File: src/rtl/io_pkg.sv
// io_pkg -- shared definitions for the io_responder block.
//   * DEFAULT_BASE_ADDR : default base of the 16-word register window
//   * reg_off_e         : register offsets inside the window
//   * ST_*              : bit positions inside the STATUS register
//   * pack_status()     : assembles the STATUS read value
package io_pkg;

  localparam logic [15:0] DEFAULT_BASE_ADDR = 16'hFF00;

  typedef enum logic [3:0] {
    OFF_OUT0   = 4'h0,
    OFF_OUT1   = 4'h1,
    OFF_RXDATA = 4'h2,
    OFF_STATUS = 4'h3,
    OFF_TIMER  = 4'h4
  } reg_off_e;

  localparam int ST_EMPTY      = 0;
  localparam int ST_FULL       = 1;
  localparam int ST_OVERFLOW   = 2;
  localparam int ST_TIMER_DONE = 3;
  localparam int ST_COUNT_LSB  = 4;

  // Width of the FIFO occupancy count; holds 0..8.
  localparam int CNT_W = 4;

  function automatic logic [15:0] pack_status(
    input logic             empty,
    input logic             full,
    input logic             overflow,
    input logic             timer_done,
    input logic [CNT_W-1:0] count
  );
    logic [15:0] s;
    s                           = '0;
    s[ST_EMPTY]                 = empty;
    s[ST_FULL]                  = full;
    s[ST_OVERFLOW]              = overflow;
    s[ST_TIMER_DONE]            = timer_done;
    s[ST_COUNT_LSB +: CNT_W]    = count;
    return s;
  endfunction

endpackage

File: src/rtl/io_fifo.sv
// io_fifo -- small receive FIFO with first-word-fall-through head output.
// Ports:
//   clk, reset      clock, synchronous active-low reset (pointers/count only)
//   push, wdata     write request and data (ignored when full)
//   pop             remove head word (ignored when empty)
//   head            current head word, valid whenever empty is low
//   full, empty     occupancy flags
//   count           number of stored words
module io_fifo
  import io_pkg::*;
#(
  parameter int DEPTH = 4
) (
  input  logic             clk,
  input  logic             reset,
  input  logic             push,
  input  logic [15:0]      wdata,
  input  logic             pop,
  output logic [15:0]      head,
  output logic             full,
  output logic             empty,
  output logic [CNT_W-1:0] count
);

  localparam int AW = $clog2(DEPTH);

  logic [15:0]      mem [DEPTH];
  logic [AW-1:0]    wr_ptr_reg;
  logic [AW-1:0]    rd_ptr_reg;
  logic [CNT_W-1:0] count_reg;
  logic             do_push;
  logic             do_pop;

  assign full    = (count_reg == CNT_W'(DEPTH));
  assign empty   = (count_reg == '0);
  assign count   = count_reg;
  assign do_push = push && !full;
  assign do_pop  = pop && !empty;

  // The head is read combinationally so a pop can return the word in the
  // same cycle it is requested; the array therefore maps to distributed RAM.
  assign head = mem[rd_ptr_reg];

  always_ff @(posedge clk) begin
    if (do_push) begin
      mem[wr_ptr_reg] <= wdata;
    end
  end

  // DEPTH is a power of two, so the pointers wrap naturally.
  always_ff @(posedge clk) begin
    if (!reset) begin
      wr_ptr_reg <= '0;
      rd_ptr_reg <= '0;
      count_reg  <= '0;
    end else begin
      if (do_push) wr_ptr_reg <= wr_ptr_reg + AW'(1);
      if (do_pop)  rd_ptr_reg <= rd_ptr_reg + AW'(1);
      case ({do_push, do_pop})
        2'b10:   count_reg <= count_reg + CNT_W'(1);
        2'b01:   count_reg <= count_reg - CNT_W'(1);
        default: count_reg <= count_reg;
      endcase
    end
  end

endmodule

File: src/rtl/io_responder.sv
// io_responder -- memory-mapped IO block: two output registers, a receive
// FIFO fed by an external producer, a down-counting timer and an interrupt.
// Ports:
//   clk, reset            clock, synchronous active-low reset
//   addr, wdata, we, oe   CPU bus (16-word window at BASE_ADDR)
//   rdata, rvalid         registered read return, one cycle after oe
//   in_data, in_valid     producer side of the receive FIFO
//   in_ready              FIFO not full (forced low during reset)
//   out0, out1            output port registers
//   irq                   registered timer_done | FIFO not empty
module io_responder
  import io_pkg::*;
#(
  parameter logic [15:0] BASE_ADDR  = DEFAULT_BASE_ADDR,
  parameter int          FIFO_DEPTH = 4
) (
  input  logic        clk,
  input  logic        reset,
  input  logic [15:0] addr,
  input  logic [15:0] wdata,
  input  logic        we,
  input  logic        oe,
  output logic [15:0] rdata,
  output logic        rvalid,
  input  logic [15:0] in_data,
  input  logic        in_valid,
  output logic        in_ready,
  output logic [15:0] out0,
  output logic [15:0] out1,
  output logic        irq
);

  logic [15:0]      out0_reg, out1_reg, timer_reg, rdata_reg;
  logic             rvalid_reg, irq_reg, overflow_reg, timer_done_reg;
  logic             sel, wr, rd;
  logic [3:0]       off;
  logic [15:0]      read_value;
  logic             fifo_push, fifo_pop, fifo_full, fifo_empty;
  logic [15:0]      fifo_head;
  logic [CNT_W-1:0] fifo_count;
  logic             timer_write, timer_expire, status_write;

  assign sel = (addr[15:4] == BASE_ADDR[15:4]);
  assign off = addr[3:0];
  assign wr  = sel && we;
  assign rd  = sel && oe;

  assign in_ready  = reset && !fifo_full;
  assign fifo_push = in_valid && in_ready;
  assign fifo_pop  = rd && (off == OFF_RXDATA) && !fifo_empty;

  assign timer_write  = wr && (off == OFF_TIMER);
  assign status_write = wr && (off == OFF_STATUS);
  // Only a genuine count-down from 1 marks expiry; a write overrides it.
  assign timer_expire = !timer_write && (timer_reg == 16'd1);

  io_fifo #(
    .DEPTH (FIFO_DEPTH)
  ) u_fifo (
    .clk   (clk),
    .reset (reset),
    .push  (fifo_push),
    .wdata (in_data),
    .pop   (fifo_pop),
    .head  (fifo_head),
    .full  (fifo_full),
    .empty (fifo_empty),
    .count (fifo_count)
  );

  // Read data is taken from the current (pre-write) state of every register.
  always_comb begin
    read_value = '0;
    case (off)
      OFF_OUT0:   read_value = out0_reg;
      OFF_OUT1:   read_value = out1_reg;
      OFF_RXDATA: read_value = fifo_empty ? 16'h0000 : fifo_head;
      OFF_STATUS: read_value = pack_status(fifo_empty, fifo_full, overflow_reg,
                                           timer_done_reg, fifo_count);
      OFF_TIMER:  read_value = timer_reg;
      default:    read_value = '0;
    endcase
  end

  always_ff @(posedge clk) begin
    if (!reset) begin
      out0_reg       <= '0;
      out1_reg       <= '0;
      timer_reg      <= '0;
      rdata_reg      <= '0;
      rvalid_reg     <= 1'b0;
      irq_reg        <= 1'b0;
      overflow_reg   <= 1'b0;
      timer_done_reg <= 1'b0;
    end else begin
      rvalid_reg <= rd;
      if (rd) rdata_reg <= read_value;

      if (wr && (off == OFF_OUT0)) out0_reg <= wdata;
      if (wr && (off == OFF_OUT1)) out1_reg <= wdata;

      if (timer_write) begin
        timer_reg <= wdata;
      end else if (timer_reg != 16'd0) begin
        timer_reg <= timer_reg - 16'd1;
      end

      // Sticky bits: a new event in the same cycle as a clear wins.
      if (status_write && wdata[ST_OVERFLOW])   overflow_reg   <= 1'b0;
      if (in_valid && fifo_full)                overflow_reg   <= 1'b1;
      if (status_write && wdata[ST_TIMER_DONE]) timer_done_reg <= 1'b0;
      if (timer_expire)                         timer_done_reg <= 1'b1;

      irq_reg <= timer_done_reg || !fifo_empty;
    end
  end

  assign rdata  = rdata_reg;
  assign rvalid = rvalid_reg;
  assign out0   = out0_reg;
  assign out1   = out1_reg;
  assign irq    = irq_reg;

endmodule

File: config.mk
export PLATFORM = sky130hd
export DESIGN_NAME = io_responder
export DESIGN_NICKNAME = d
export VERILOG_FILES = /design/src/rtl/io_pkg.sv /design/src/rtl/io_fifo.sv /design/src/rtl/io_responder.sv
export SDC_FILE = /design/constraint.sdc
export NUM_CORES = 1
export LEC_CHECK = 0
export CORE_MARGIN = 4
export CORE_UTILIZATION = 40
export CTS_BUF_LIST = sky130_fd_sc_hd__clkbuf_2 sky130_fd_sc_hd__clkbuf_4 sky130_fd_sc_hd__clkbuf_8
export DETAILED_ROUTE_END_ITERATION = 6
export HOLD_SLACK_MARGIN = 0.02
export PLACE_DENSITY = 0.65
export SLEW_MARGIN = 20
export SYNTH_ARGS = -nofsm -noshare
export SYNTH_HDL_FRONTEND = slang
export SYNTH_SLANG_ARGS = --single-unit
File: constraint.sdc
create_clock -name clk -period 3.1 [get_ports clk]
set_input_delay 0.62 -clock clk [delete_from_list [all_inputs] [get_ports clk]]
set_output_delay 0.62 -clock clk [all_outputs]
set_load 0.005 [all_outputs]
Word-level counts from Yosys, hierarchy flattened
Memory sizes are Yosys's and may differ from the RTL's. A register that Yosys moved wholly into a read port is not among the register bits. Cells that the tools add are included.

Flip-flop bits (word level): 76. Memory bits (writable): 64. Bits of input ports: 53. Output and inout bits: 51. Logic and storage cells: 66. Memories: 1.

Memories: u_fifo.mem (depth 4, width 16, read ports 1, clocked after Yosys merged registers in 1, write ports 1, RTL line io_fifo.sv:27) `logic [15:0] mem [DEPTH];`.

$add $sub $neg: 5. Eq/ne operators: 9. Muxes and demuxes: 13. Reduce and logical (&&, ||, !) cells: 27.

Operator list (count): 16-bit case mux with 5 select lines (1); 16-bit two-way mux (3); 16-bit by 1-bit equality test with 1-bit output, second input constant (1); 1-bit logical AND (16); 16-bit nonzero test (1); 16-bit by 1-bit subtractor with 16-bit output, second input constant (1); 12-bit equality test, second input constant (1); 4-bit by 2-bit equality test with 1-bit output, second input constant (2); 4-bit by 3-bit equality test with 1-bit output, second input constant (2); 4-bit logical NOT (2); 4-bit case mux with 2 select lines (1); 2-bit nonzero test (4); 1-bit two-way mux (6); 2-bit by 1-bit adder with 2-bit output, second input constant (2); 4-bit by 1-bit adder with 4-bit output, second input constant (1); 4-bit by 1-bit equality test with 1-bit output, second input constant (1); 2-bit two-way mux (2); 4-bit by 1-bit subtractor with 4-bit output, second input constant (1); 1-bit logical NOT (3); 2-bit by 1-bit equality test with 1-bit output, second input constant (1); 2-bit equality test, second input constant (1); 1-bit logical OR (1).

Depth between registers and ports, before layout
Gate-level depths: netlist of run 1.

Depth after elaboration: 7. Mapped depth: 11. Depth with buffers taken out: 10.

Cells and area by module
A second synthesis of run 1 with hierarchy kept.

Cell total of the unflattened synthesis: 538. Area, all modules: 6448.7 um^2.

Modules (own cells, without submodules): io_responder (times used 1, cells an instance 392, area an instance 3545.9 um^2, sequential area each 1361.3 um^2); io_fifo (times used 1, cells an instance 146, area an instance 2902.8 um^2, sequential area each 2122.0 um^2).

Worst setup path before layout of run 1
Ideal clock, no wire load.

Path type: input port to flip-flop. Start: input addr[1]. End: register u_fifo.count_reg[2], in the netlist u_fifo.count[2]. Setup time: 70 ps. Data arrival time: 2903 ps. Required time: 3030 ps. Setup slack: 127 ps. Stages: 11. Cells stage by stage: clkbuf_1 -> nor4b_2 -> nand2_1 -> nor2_1 -> ha_1 -> xor2_1 -> ha_1 -> a21oi_1 -> xor2_1 -> or3_1 -> a21oi_1.

Cells in the longest elaborated chain, start to end: 6. Elaborated cells on any way between the ends: 8. Those cells by class: eq/ne (3); mux (1); reduce/logical (4).

RTL lines: from (decl) (RTL line io_responder.sv:19) `input logic [15:0] addr,`; 4-bit by 2-bit equality test with 1-bit output (*) (RTL line io_responder.sv:50) `assign fifo_pop = rd && (off == OFF_RXDATA) && !fifo_empty;`; 1-bit logical AND (*) (2 in a row) (RTL line io_responder.sv:50); 1-bit logical AND (*) (RTL line io_fifo.sv:38) `assign do_pop = pop && !empty;`; net u_fifo.do_pop (RTL line io_fifo.sv:32) `logic do_pop;`; 2-bit by 1-bit equality test with 1-bit output or 2-bit equality test (tied branches) (RTL line io_fifo.sv:59) `case ({do_push, do_pop})`; 4-bit case mux with 2 select lines or 2-bit nonzero test (tied branches); to (signal assigned) (RTL line io_fifo.sv:60) `2'b10: count_reg <= count_reg + CNT_W'(1);`; to (signal assigned) (RTL line io_fifo.sv:61) `2'b01: count_reg <= count_reg - CNT_W'(1);`; to (signal assigned) (RTL line io_fifo.sv:62) `default: count_reg <= count_reg;`; to (decl) (RTL line io_fifo.sv:30) `logic [CNT_W-1:0] count_reg;`.

Mark *: on every way through the listed nets, which the timed path passes. The rest lies on a longest branch. A chain may end at the register's enable or synchronous reset.

Final worst setup path of run 1
Start: input reset. End: output in_ready.

Cells in the longest elaborated chain, start to end: 1.

RTL lines: from (decl) (RTL line io_responder.sv:18) `input logic reset,`; 1-bit logical AND (RTL line io_responder.sv:48) `assign in_ready = reset && !fifo_full;`; to (decl) (RTL line io_responder.sv:27) `output logic in_ready,`.

No other way between the ends.

==> summary.txt, run 1 <==
Status
  • Outcome: finished clean

Route
  • TritonRoute pass-1 iters: 7
  • Vias: slightly above 5k
  • Vias per cell: about 5.7
  • ANT nets after route: 0
  • DRT iter0 DRCs: around 360
  • Final wirelength: around 17 mm
  • WL/cell: roughly 20 microns
  • Residual DRC: 0

Floorplanning
  • Die width: about 130 microns
  • Initial Utilization: 41.22%
  • Core Rows: between 40 and 50
  • Die height: roughly 130 microns
  • DIE AREA: 17850 sq um
  • I/O pin count: around 100
  • Core Footprint: around 15000 sq um

Global route
  • Pin count of the biggest net entering global routing: 47
  • Initial antenna violation count: 0
  • Overflow after GRT: 0
  • Vias in the first global route: between 4k and 5k
  • First-pass GRT wire length: about 27 mm
  • GR Util All Layers: approximately a fifth

Synthesis
  • Largest family of logic cells by synthesized area: compound AO/OA/AOI/OAI gates
  • Post-synthesis compound-gate area fraction: roughly 15%
  • Synth Area in Simple Gates: 13.70%
  • Ys Warns: 0
  • Post-synth cell types: between 50 and 60
  • Seq/Total Area, Yosys: between 50% and 60%
  • Most used flip-flop cell after synthesis: dfxtp_1
  • Xor and xnor area share after synthesis: under 10%
  • Syn Area/Cell: about 11 sq um
  • Mapped cell area: about 6300 sq um
  • Post-Synth Adder-Cell Area: ~1.8%
  • Synth Instances: roughly 560
  • Mux cell area share after synthesis: a little under a tenth
  • Syn_nets: 617
  • Number of synthesized flops with an enable pin: 64
  • Fraction of registers with async set/reset: 0%
  • Yosys reg bits: around 140

Timing
  • Crit path time final: 2.757 ns
  • Total negative slack: 0 ns
  • Final setup viols: 0
  • Clock Skew: around 0.0076 ns
  • Hold Vio Cnt, Final: 0
  • Slew margin rel.: a little over a third
  • Pins Over Slew Limit: 0
  • Final WS setup: between 0.3 and 0.4 ns
  • WHS: 0.4730 ns
  • Tcrit/Tclk final: about nine tenths
  • Fmax: 0.3627 GHz
  • Worst-margin pin slew: ~0.96 ns
  • RSZ-0062 raised after global routing: no

Worst setup path
  • CP arrival: between 2 and 2.5 ns
  • CP required: ~2.5 ns
  • Most used cell, CP: clkdlybuf4s50_1
  • Slowest-stage cell, CP: clkdlybuf4s50_1
  • CP max FO: 46
  • Worst Setup End Kind: output port
  • Setup CP Type: in2out
  • Crit start category: input pin
  • CP peak stage delay: between 0.4 and 0.5 ns
  • Critical Path, Cell by Cell: clkdlybuf4s50_1 -> inv_1 -> buf_4 -> nor2_1 -> clkdlybuf4s50_1

Pwr
  • Peak supply drop: ~0.24 mV
  • Sw power: between 1000 and 1500 uW
  • Sequential power share: 47.9%
  • Leakage: between 0.002 and 0.003 uW
  • Comb pwr share: roughly 18%
  • Clock power share: around 35%
  • Sw Ratio: between 20 and 30%
  • Design Power: 4473 uW
  • Pint: between 3000 and 4000 uW
  • Pwr/cell area: around 560 nW/um^2

Cells and area
  • Largest register by flop count: u_fifo.mem
  • Max reg flops: 64
  • # fillers: between 1k and 1.5k
  • Net count, final: roughly 720
  • P&R area growth vs syn: 27.37%
  • Layout cells sized above 1: 15.10%
  • Ant. Diodes: 0
  • Post-Layout Inst Area: between 8000 and 9000 sq um

Job
  • Max-Cap Viols: 0

CTS
  • Post-CTS setup buffers: 0
  • Cts repair resizes: 0
  • Total CTS buffers: 17
  • Clock Root Buffer: clkbuf_8
  • Clk_lat worst skew: 0.44 ns
  • Maximum buffer depth of the clock tree: 2
  • Clock Pin Slew Worst Setup and Hold Paths: ~0.070 ns
  • Hold-fix buffers, CTS: 0
  • H-tree Lvls: 4
  • Clk sinks: 142
  • CTS tree: yes

Placed design
  • Pre-CTS setup slack: -0.05109 ns
  • Gp weighted congestion: slightly below 1
  • Port-buffer cells: 103
  • Final HPWL DP: 12.15 mm
  • DP Area: 7627 sq um

Worst hold path
  • Hold Path Class: reg2reg
-- final cells by class --
cell class / count / area, sq um / share of cell area (%)
Clock buffer: 18 / 247.7 / 3.081
Clock inverter: 14 / 165.2 / 2.054
Inverter: 7 / 26.28 / 0.3268
Multi-Input combinational cell: 357 / 2613 / 32.49
Timing Repair Buffer: 131 / 1241 / 15.44
Sequential cell: 142 / 3483 / 43.32
Tap cell: 211 / 264.0 / 3.284
-- critical path: cells and delay by family --
| family | cells | cell delay [ns] |
|---|---|---|
| buffers and inverters | 4 | 1.40 |
| AND/OR/NAND/NOR | 1 | 0.10 |
-- logic make-up (layout without fill, tap and decap cells) --
kind of cell	count (synthesis)	after routing
xor+xnor	12	12
buf+inv	56	170
compound gates	145	145
flops	142	142
simple gates	155	155
mux	36	36
fa+ha+maj	9	9
-- power groups by stage --
| stage | combinational, uW | sequential, uW | clock [uW] |
|---|---|---|---|
| detailed placement | 778 | 2180 | 0 |
| finish | 787 | 2140 | 1540 |
| CTS | 784 | 2140 | 1580 |
| global placement | 770 | 2180 | 0 |
| global route | 862 | 2160 | 1660 |
| floorplan | 589 | 2140 | 0 |
-- stage by stage --
stage,cells,util (%)
6_report,880,52.50
4_1_cts,880,52.50
3_5_place_dp,848,49.80
3_3_place_gp,848,49.80
5_1_grt,880,52.50
2_1_floorplan,555,-
-- synth_stat cells, drive strengths merged (9+ instances only) --
master	instances	area share (%)
mux2	17	3.1
a21oi	41	3.3
edfxtp	64	30
nand2	24	1.4
o31ai	12	1.4
dfxtp	78	25
nand3	52	4.1
xor2	9	1.2
o21ai	37	2.9
mux4	16	5.7
nor2	16	0.95
clkbuf	39	2.3
buf	10	0.99
ha	9	1.8
-- layout by cell type, fill, tap and decap left out, drive strengths merged, types with 9 or more instances in the layout --
master	netlist	routed
clkdlybuf4s50	0	103
dfxtp	78	78
edfxtp	64	64
nand3	52	52
a21oi	41	41
o21ai	37	37
buf	10	28
nand2	24	24
clkbuf	39	18
mux2	17	17
nor2	16	16
mux4	16	16
o31ai	12	12
inv	7	10
xor2	9	9
ha	9	9
-- final timing paths --
| kind | slack, ns | cells past startpoint | from | end |
|---|---|---|---|---|
| max | 0.34 | 5 | reset | in_ready |
| min | 0.47 | 1 | rdata[13] | rdata[13] |
| max reg2reg | 0.55 | 10 | u_fifo.count[0] | u_fifo.count[2] |
| min reg2reg | 0.47 | 1 | rdata[13] | rdata[13] |
-- per-layer routing --
metal / up-vias / GRT usage, % / wire, microns / part of all wire (%)
li1: 2340 / - / - / -
met1: 2482 / 26.61 / 7699 / 45
met2: 187 / 30.76 / 8166 / 47
met3: 23 / 4.456 / 1139 / 6.6
met4: 0 / 6.286 / 266 / 1.5
met5: - / 0 / 0 / 0
(Power assumes the default switching activity.)
==> run 2, diff against run 1 <==
--- a/config.mk
+++ b/config.mk
@@ -7,7 +7,7 @@
 export LEC_CHECK = 0
 export CORE_MARGIN = 4
 export CORE_UTILIZATION = 40
-export CTS_BUF_LIST = sky130_fd_sc_hd__clkbuf_2 sky130_fd_sc_hd__clkbuf_4 sky130_fd_sc_hd__clkbuf_8
+export CTS_BUF_LIST = sky130_fd_sc_hd__clkbuf_4
 export DETAILED_ROUTE_END_ITERATION = 6
 export HOLD_SLACK_MARGIN = 0.02
 export PLACE_DENSITY = 0.65
==> run 2 against run 1 <==
Compared with the run above: total power decreased by 6.5%; hold slack improved by 0.0066 ns; clock power decreased by 19%; clock-buffer cell count decreased by 1; routed wire length increased by 0.34%; sequential power about the same; setup slack got worse by 0.0029 ns; clock skew increased by 0.0041 ns; flip-flop and latch count unchanged; critical path depth unchanged; core utilization decreased by 0.76 points; largest cell class unchanged; largest power group unchanged.
==> summary.txt, run 2 (same netlist as run 1, synthesis figures left out) <==
Timing
  • Worst-margin pin slew: 0.9516 ns (-0.01230 ns)
  • Crit path time final: 2.760 ns (+0.002946 ns)
  • Tcrit/Tclk final: 89.04% (+0.095 points)
  • Pins Over Slew Limit: 0 (unchanged)
  • Clock Skew: 0.01169 ns (+0.004131 ns)
  • Slew margin rel.: 36.07% (+0.83 points)
  • Hold Vio Cnt, Final: 0 (unchanged)
  • Final WS setup: 0.3399 ns (-0.002946 ns)
  • RSZ-0062 raised after global routing: no
  • Fmax: 0.3623 GHz (-0.11%)
  • Final setup viols: 0 (unchanged)

Floorplanning
  • DIE AREA: 17850 sq um (unchanged)
  • Die height: 133.6 microns (unchanged)
  • Initial Utilization: 41.22% (unchanged)
  • I/O pin count: 104 (unchanged)
  • Die width: 133.6 microns (unchanged)
  • Core Rows: 45 (unchanged)
  • Core Footprint: 15310 sq um (unchanged)

Cells and area
  • Max reg flops: 64 (unchanged)
  • Commonest non-fill, non-tap cell in the layout: clkdlybuf4s50_1
  • P&R area growth vs syn: 25.53%
  • Post-Layout Inst Area: 7924 sq um (-1.4%)
  • Fin cells: 880 (unchanged)
  • Most frequent cells in the layout: 103 x clkdlybuf4s50_1, 78 x dfxtp_1, 64 x edfxtp_1
  • Ant. Diodes: 0 (unchanged)
  • Final core utilization: 51.74% (-0.76 points)
  • Largest register by flop count: u_fifo.mem
  • Layout cells sized above 1: 14.95% (-0.15 points)
  • Net count, final: 718 (unchanged)

Worst setup path
  • R2r setup slk: 0.54 ns (about the same)
  • Critical path buffers and inverters: 4 (unchanged)
  • Critical Path, Cell by Cell: clkdlybuf4s50_1 -> inv_1 -> buf_4 -> nor2_1 -> clkdlybuf4s50_1
  • CP max FO: 46 (unchanged)
  • Critical Path Stages: 5 (unchanged)
  • CP required: 2.48 ns (about the same)
  • Setup CP Type: in2out
  • CP delay by family, top: buffers and inverters
  • CP peak stage delay: 0.46 ns (about the same)
  • Worst flop-to-flop path endpoint: timer_reg[1]
  • Worst Setup End Kind: output port
  • R2R depth: 6 (-4)
  • Most used cell, CP: clkdlybuf4s50_1
  • CP arrival: 2.14 ns (about the same)
  • Crit path launch: reset
  • FF-to-FF Start: timer_reg[1]
  • Crit start category: input pin
  • Slowest-stage cell, CP: clkdlybuf4s50_1

Global route
  • GR Util All Layers: 19.51% (+0.066 points)
  • Pin count of the biggest net entering global routing: 47 (unchanged)
  • First-pass GRT wire length: 27.41 mm (about the same)
  • Overflow after GRT: 0 (unchanged)
  • Initial antenna violation count: 0 (unchanged)
  • Vias in the first global route: 4897 (-0.31%)

Route
  • Vias per cell: 5.724 (about the same)
  • Residual DRC: 0 (unchanged)
  • TritonRoute pass-1 iters: 5 (-2)
  • Highest metal used: met4
  • Met3 wire length: 1.123 mm (-1.4%)
  • M1 wire length: 7.684 mm (-0.19%)
  • Final wirelength: 17.33 mm (+0.34%)
  • WL/cell: 19.69 microns (+0.34%)
  • ANT nets after route: 0 (unchanged)
  • DRT iter0 DRCs: 355 (-2.5%)
  • Routed length on met2: 8.313 mm (+1.8%)
  • Vias: 5037 (+0.099%)

Worst hold path
  • Hold Crit Endpoint: rdata[13]
  • Startpoint of the worst hold path: rdata[13]
  • Hold path cells: 1 (unchanged)
  • Hold Path Class: reg2reg

Placed design
  • Gp weighted congestion: 0.9872 (unchanged)
  • Placed instance count: 848 (unchanged)
  • Pre-CTS setup slack: -0.05109 ns (unchanged)
  • Port-buffer cells: 103 (unchanged)
  • Final HPWL DP: 12.15 mm (unchanged)
  • DP Area: 7627 sq um (unchanged)

Pwr
  • Leakage: 0.002623 uW (-1.9%)
  • Pwr/cell area: 527.6 nW/um^2 (-5.2%)
  • Peak supply drop: 0.1971 mV (-17%)

CTS
  • Clock Pin Slew Worst Setup and Hold Paths: 0.12 ns (+0.05 ns)
  • Post-CTS setup buffers: 0 (unchanged)
  • Total CTS buffers: 17 (unchanged)
  • Clk sinks: 142 (unchanged)
  • H-tree Lvls: 4 (unchanged)
  • Maximum buffer depth of the clock tree: 2 (unchanged)
  • CTS tree: yes
  • Hold-fix buffers, CTS: 0 (unchanged)
  • Cts repair resizes: 0 (unchanged)
  • Clock Root Buffer: clkbuf_4
  • Clk_lat worst skew: 0.54 ns (+0.10 ns)

Job
  • Max-Cap Viols: 0 (unchanged)

Status
  • Outcome: finished clean
[run 2: cell types whose count changed in the layout (fill, tap and decap cells not counted)]
cell / change
clkinv_1: +1
clkbuf_4: +17
clkbuf_8: -18
[run 2: routing by layer]
metal / global-route usage, % / up-vias
met1: 26.58 / 2481
met2: 30.81 / 195
met3: 4.683 / 13
met4: 6.343 / 0
li1: - / 2348
met5: 0 / -
[run 2: layout make-up]
cell class                 count  area (sq um)
clock inverter                15         168.9
timing repair buffer         131          1241
fill                        1381          7391
multi-input combinational    357          2613
clock buffer                  17         127.6
inverter                       7         26.28
sequential                   142          3483
tap                          211         264.0
[run 2: how the worst max path moves through the flow]
stage	end	slack [ns]
2_1_floorplan	u_fifo.count[2]	0.13
5_1_grt	u_fifo.count[2]	0.20
3_5_place_dp	u_fifo.count[2]	-0.05
4_1_cts	in_ready	0.33
3_3_place_gp	u_fifo.count[2]	0.05
6_report	in_ready	0.34
[run 2: where the power goes]
group,leakage [uW],internal [uW],switching [uW],total [uW]
clock network,0.000150,555,695,1250
registers,0.00121,2050,97.6,2140
logic,0.00126,357,430,787
total,0.00262,2960,1220,4180
[run 2: through the flow]
stage / total power (uW) / hold WS, ns / TNS (ns)
after floorplan: 2732 / 0.4515 / 0
after global placement: 2948 / 0.4578 / 0
after CTS: 4213 / 0.4875 / 0
after detailed placement: 2957 / 0.4598 / -0.05109
after global routing: 4380 / 0.4970 / 0
final: 4181 / 0.4796 / 0
